--- src/rtl/chain_walker.sv ---
// chain_walker: rainbow-chain engine alternating external DES steps with an internal LFSR reduction.
module redux_lfsr (
  input  logic [63:0] din,
  output logic [63:0] dout
);
  always_comb begin
    dout = din;
    for (int i = 0; i < 64; i++) dout = {dout[62:0], dout[63] ^ dout[62] ^ dout[60] ^ dout[59]};
  end
endmodule

module chain_walker #(
  parameter int CHAIN_LEN = 4096,
  parameter int STEP_W    = 32
) (
  input  logic        clk,
  input  logic        rst,
  input  logic        start_valid,
  output logic        start_ready,
  input  logic [63:0] start_point,
  output logic        des_key_valid,
  input  logic        des_key_ready,
  output logic [55:0] des_key,
  input  logic        des_ct_valid,
  input  logic [63:0] des_ct,
  output logic        end_valid,
  input  logic        end_ready,
  output logic [63:0] end_start,
  output logic [63:0] end_point,
  output logic        busy
);
  localparam logic [1:0] IDLE = 2'd0, ISSUE = 2'd1, WAIT = 2'd2, DONE = 2'd3;
  logic [1:0] fsm_q, fsm_d;
  logic [63:0] state_q, state_d, seed_q, seed_d, redux_out, step_x;
  logic [STEP_W-1:0] step_q, step_d;
  logic last;
  assign step_x = 64'(step_q);
  assign last = step_q == STEP_W'(CHAIN_LEN - 1);
  redux_lfsr u_redux (.din(des_ct ^ step_x), .dout(redux_out));
  always_comb begin
    fsm_d = fsm_q;
    state_d = state_q;
    seed_d = seed_q;
    step_d = step_q;
    if (fsm_q == IDLE && start_valid) begin
      fsm_d = ISSUE;
      state_d = start_point;
      seed_d = start_point;
      step_d = '0;
    end
    if (fsm_q == ISSUE && des_key_ready) fsm_d = WAIT;
    // ciphertext outside WAIT is stray and must not touch the chain
    if (fsm_q == WAIT && des_ct_valid) begin
      state_d = redux_out;
      step_d = step_q + 1'b1;
      fsm_d = last ? DONE : ISSUE;
    end
    if (fsm_q == DONE && end_ready) fsm_d = IDLE;
  end
  always_ff @(posedge clk) begin
    if (rst) begin
      fsm_q <= IDLE;
      state_q <= '0;
      seed_q <= '0;
      step_q <= '0;
    end else begin
      fsm_q <= fsm_d;
      state_q <= state_d;
      seed_q <= seed_d;
      step_q <= step_d;
    end
  end
  assign start_ready = fsm_q == IDLE;
  assign des_key_valid = fsm_q == ISSUE;
  assign des_key = state_q[55:0];
  assign end_valid = fsm_q == DONE;
  assign end_start = seed_q;
  assign end_point = state_q;
  assign busy = fsm_q != IDLE;
endmodule

--- config.mk ---
export PLATFORM = sky130hd
export DESIGN_NAME = chain_walker
export DESIGN_NICKNAME = d
export VERILOG_FILES = /design/src/rtl/chain_walker.sv
export SDC_FILE = /design/constraint.sdc
export NUM_CORES = 1
export LEC_CHECK = 0
export ABC_AREA = 1
export BUFFER_PORTS_ARGS = -buffer_cell sky130_fd_sc_hd__buf_2
export CAP_MARGIN = 20
export CORE_ASPECT_RATIO = 1.1
export CORE_MARGIN = 5
export CORE_UTILIZATION = 57
export CTS_BUF_LIST = sky130_fd_sc_hd__clkbuf_2 sky130_fd_sc_hd__clkbuf_4 sky130_fd_sc_hd__clkbuf_8
export CTS_CLUSTER_DIAMETER = 30
export DETAILED_ROUTE_END_ITERATION = 10
export GPL_ROUTABILITY_DRIVEN = 0
export HOLD_SLACK_MARGIN = 0.05
export MAX_ROUTING_LAYER = met4
export PLACE_DENSITY = 0.95
export SLEW_MARGIN = 10
export SYNTH_ARGS = -nofsm -noshare
export SYNTH_HDL_FRONTEND = slang
export SYNTH_SLANG_ARGS = --single-unit
--- constraint.sdc ---
create_clock -name clk -period 3.9 [get_ports clk]
set_input_delay 0.195 -clock clk [delete_from_list [all_inputs] [get_ports clk]]
set_output_delay 0.195 -clock clk [all_outputs]
set_load 0.005 [all_outputs]
After elaboration in Yosys (flattened, before gate mapping):

Index checks and enable logic that the tools add are counted.

* memory bits (read-only): 0
* memories: 0
* input bits: 134
* flip-flop bits (word level): 162
* RAM bits: 0
* bits in latches: 0
* word-level logic and storage cells: 219
* output and inout bits: 188

* equal/unequal tests: 4
* bitwise operators: 193
* div/mod/pow operators: 0
* shift-type cells: 0
* multiplexer cells: 8
* $lt $le $gt $ge: 0
* reductions and logical operators: 9
* add/subtract/negate cells: 1
* multiply operators: 0

Operators by type and width (count)
* 1-bit bitwise XOR: 192
* 64-bit two-way mux: 2
* 32-bit two-way mux: 2
* 64-bit by 32-bit bitwise XOR with 64-bit output: 1
* 32-bit by 1-bit adder with 32-bit output (second input constant): 1
* 32-bit by 12-bit == test with 1-bit output (second input constant): 1
* 2-bit two-way mux: 4
* 2-bit == test (second input constant): 2
* 1-bit logical AND: 4
* 2-bit nonzero test: 2
* 3-bit nonzero test: 1
* 2-bit by 1-bit == test with 1-bit output (second input constant): 1
* 2-bit logical NOT: 1
* 2-bit OR reduction: 1

Longest topological paths before layout:

* word-level depth: 8
* gate-level depth with buffers: 13
* gate-level depth less buffers: 13

By module:

From an unflattened synthesis, not the netlist that was laid out.

* cell total of the unflattened synthesis: 1192
* area total of the unflattened synthesis: 8632.0 µm²

Modules (own cells, without submodules)
* chain_walker: area each 7262.0 µm², sequential area each 3243.1 µm², instances 1, cells an instance 998
* redux_lfsr: area each 1370.1 µm², sequential area each 0.0 µm², instances 1, cells an instance 194

Worst setup path before layout:

OpenSTA, ideal clock, no wires.

* kind: flip-flop to flip-flop
* start point: register step_q[0]
* end point: register step_q[26]
* cell stages (with the launch flop): 9
* path buffers: 0
* period minus slack after synthesis: 1569 ps
* slack: 2331 ps
* data arrival time: 1452 ps
* required time: 3783 ps
* setup time: 117 ps
* cell sequence: dfxtp_1 > ha_1 > nand3_1 > nor2_2 > nand2_2 > nor3_4 > nand3_1 > nand2_1 > nor2_1

* longest elaborated chain between the ends: 2

Ends and longest elaborated chain
* start, declared: line 35 `logic [STEP_W-1:0] step_q, step_d;`
* start signal, assigned: line 70 `step_q <= step_d;`
* 32-bit by 1-bit adder with 32-bit output: line 55 `step_d = step_q + 1'b1;`
* 32-bit two-way mux: line 53 `if (fsm_q == WAIT && des_ct_valid) begin`

No other way between the ends.
A chain may end at the register's enable or synchronous reset.

Final worst setup path:

* start point: register fsm_q[1]
* end point: register state_q[16], in the netlist end_point[16]

* longest elaborated chain between the ends: 3
* elaborated cells on any way between the ends: 6
* classes of those cells: eq/ne (1); mux (1); reduce/logical (4)

Ends and longest elaborated chain
* start, declared: line 33 `logic [1:0] fsm_q, fsm_d;`
* start signal, assigned: line 67 `fsm_q <= fsm_d;`
* 2-bit == test / 2-bit logical NOT (equally long branches): line 53, 45
* 1-bit logical AND, on equally long branches: line 53, 45
* 64-bit two-way mux / 2-bit nonzero test (equally long branches)
* end signal, assigned: line 68 `state_q <= state_d;`
* end, declared: line 34 `logic [63:0] state_q, state_d, seed_q, seed_d, redux_out, step_x;`

Parallel ways exist; a longest one is shown, timed or not.

==> key figures <==
Routing
  – DR DRC count: 0
  – DRT Pass-1 Iters: 6
  – Vias per cell: around 5.5
  – Routed WL: 31880 um
  – Average routed wire per standard cell: 16.70 um
  – Initial DRC Count: 756
  – Vias post-DR: 10510
  – Final antenna-violating net count: 0

Power
  – Pwr dens: 359.3 nW/um2
  – Peak supply drop: roughly 230 uV
  – Leakage power: 5.800 nW

Timing
  – Period utilisation layout: between 60 and 70%
  – Setup TNS: 0 ns
  – RSZ-0062 raised after global routing: no
  – Rel. slew slack: 43.12%
  – Setup Skew: 0.01551 ns
  – Fmax achieved: 413.0 MHz
  – Worst-margin pin slew: 0.8533 ns
  – Final setup violation count: 0
  – Tmin final: approximately 2.4 ns
  – Final Slew Violations: 0
  – Hold Vio Cnt, Final: 0
  – Setup slack after layout: 1.479 ns

Global routing
  – Initial antenna violation count: 5
  – Global route total overflow: 0
  – GR Layer Usage met3: under 10%
  – GRT busiest layer: met2
  – First-pass GRT wire length: approximately 50000 um
  – Vias in the first global route: 10400
  – Met2 Use GR: 56.89%
  – Largest net degree at the start of global routing: 75
  – Met1 GRT Util: 35.08%
  – Overall routing resource usage: 32.64%

Logic synthesis
  – Flip-flop and latch count after synthesis: 162
  – Post-synth EDFFs: 0
  – Async set-or-reset flop fraction in the synthesized netlist: 0%
  – Post-synthesis sequential area ratio: 34.00%
  – Syn Nets: roughly 1500
  – Cells after Synth: 1392
  – Post-synthesis cell type count: 45
  – Syn Area/Cell: 6.853 um2
  – Top flip-flop cell by instance count after synthesis: dfxtp_1
  – Synthesis Warnings: 0
  – Mapped cell area: 9539 um2

Cells and area
  – Fraction of layout cells with a size suffix above 1: 24.13%
  – Area delta synth->final: 24.08%
  – Nets@finish: 1822
  – Fill count: 1189

CTS
  – Clk pin slew, worst setup/hold paths: roughly 0.09 ns
  – Number of CTS-inserted buffers: 17
  – CTS Hold Bufs: 63
  – Postcts setup bufs: 0
  – Worst-Skew Late Latency: between 0.4 and 0.5 ns
  – Max clock buf depth: 2
  – Root Buffer: clkbuf_8
  – Clock tree sinks: 162
  – CTS H-tree lvls: 4
  – CTS tree: done
  – Post-CTS Resized: 0

Place
  – Place WS: 1.565 ns
  – # port buffers: approximately 320
  – Post-DP HPWL: 22010 um

Worst setup path
  – Worst r2r src: fsm_q[1]
  – Setup CP Type: flop to flop
  – Worst Setup SP: fsm_q[1]
  – CP Launch Type: flop
  – WP data required: 4.26 ns
  – CP endpoint kind: flop
  – CP max FO: 59
  – WP data arrival: 2.78 ns

Floorplanning
  – Placeable Area: approximately 16000 um2
  – IO Pins: ~320
  – Rows: 49
  – Die area: 19430 um2
  – Die span in x: 133.3 um
  – Die H: about 150 um
  – Starting Density: between 50% and 60%

Job
  – Number of max-cap violations: 0

Hold path
  – Min-delay src: start_point[2]
  – Worst hold path class: input port to flop

Outcome
  – Status: finished clean
metrics by stage:
| step | std cells | power [mW] | hold WS [ns] | area (um2) | utilization (%) |
|---|---|---|---|---|---|
| 6_report | 1909 | 4.252 | 0.07599 | 11840 | 72.04 |
| 5_1_grt | 1908 | 4.457 | 0.05852 | 11830 | 72.02 |
| 4_1_cts | 1903 | 4.234 | 0.05776 | 11820 | 71.95 |
| 3_5_place_dp | 1809 | 2.912 | 0.4544 | 10780 | 65.62 |
| 3_3_place_gp | 1809 | 2.875 | 0.4491 | 10780 | 65.62 |
| 2_1_floorplan | 1392 | 2.574 | 0.3593 | 9539 | - |
Yosys cell counts (3+ instances only):
master	number	area [um2]
xor2_1	37	324.1
nand4_1	6	37.54
nor2_1	74	277.8
xnor2_1	88	770.7
inv_1	107	401.6
a31oi_1	14	87.58
nor2_2	7	43.79
xnor2_2	14	227.7
nor3_1	9	45.04
o211ai_1	25	187.7
nor4_1	3	18.77
inv_2	6	22.52
a211oi_1	7	52.55
buf_4	61	457.9
nand2_2	9	56.30
dfxtp_1	162	3243
a21oi_1	109	545.5
o21ai_1	9	45.04
nor3_4	3	48.80
buf_2	24	120.1
nand2_1	503	1888
clkbuf_1	27	101.4
nand3_1	54	270.3
o21ai_0	6	30.03
critical path: stages (launching register included):
cell      delay [ns]
dfxtp_1         0.43
nor2_2          0.10
nand2_4         0.30
clkinv_2        0.56
buf_12          0.39
nand2_1         0.14
nand2_1         0.07
o211ai_1        0.20
inv_1           0.07
logic make-up (layout without fill, tap and decap cells):
group	count (synthesis)	after routing	share of synthesized area (%)
AO/OA/AOI/OAI	181	181	10.93
XOR/XNOR	139	139	13.86
adder cells (fa/ha/maj)	1	1	0.1311
buffers and inverters	231	538	11.91
flip-flops	162	162	34.00
other	0	6	0
AND/OR/NAND/NOR	678	678	29.17
sequential cells by signal, indices dropped and copies added (netlist names):
signal     flops
end_point     64
fsm_q          2
end_start     64
step_q        32
power breakdown:
group	total (mW)	switching (mW)	internal (mW)
sequential	1.87	0.0911	1.78
clock	1.29	0.662	0.631
combinational	1.09	0.633	0.455
total	4.25	1.39	2.87
per-layer routing:
metal  vias up  share of wire, %  wire length, um
met1      4734                37            11660
met2       704                50            15890
li1       4945                 -                -
met5         -                 0                0
met3       127               9.7             3104
met4         0               3.8             1227
cells in the final DEF (no fill, tap or decap), drive strengths merged, types with 3 or more instances in the layout:
master,synthesis,routed
nand2,512,512
buf,88,328
dfxtp,162,162
inv,114,115
a21oi,109,109
xnor2,102,102
nor2,83,83
dlygate4sd3,0,63
nand3,56,56
xor2,37,37
o211ai,25,25
clkbuf,27,21
o21ai,16,16
a31oi,14,14
nor3,13,13
a211oi,7,7
diode,0,6
nand4,6,6
clkinv,2,6
nor4,3,3
clkinvlp,0,3
final timing paths:
| check | to | slack, ns | cells past startpoint |
|---|---|---|---|
| min reg2reg | end_start[5] | 0.47 | 2 |
| min | end_start[2] | 0.08 | 3 |
| max | end_point[16] | 1.48 | 8 |
| max reg2reg | end_point[16] | 1.48 | 8 |
area by class of cell:
| cell class | instances | area (um2) | share of cell area, % |
|---|---|---|---|
| flip-flops and latches | 162 | 3243 | 27.40 |
| well taps | 204 | 255.2 | 2.156 |
| repair buffers | 391 | 2305 | 19.47 |
| multi-input cells | 999 | 5170 | 43.68 |
| diodes | 6 | 15.01 | 0.1268 |
| inverters | 116 | 439.2 | 3.710 |
| clock inverters | 10 | 126.4 | 1.068 |
| clock buffers | 21 | 282.8 | 2.389 |
No activity file was read; power rests on OpenSTA's default activity.
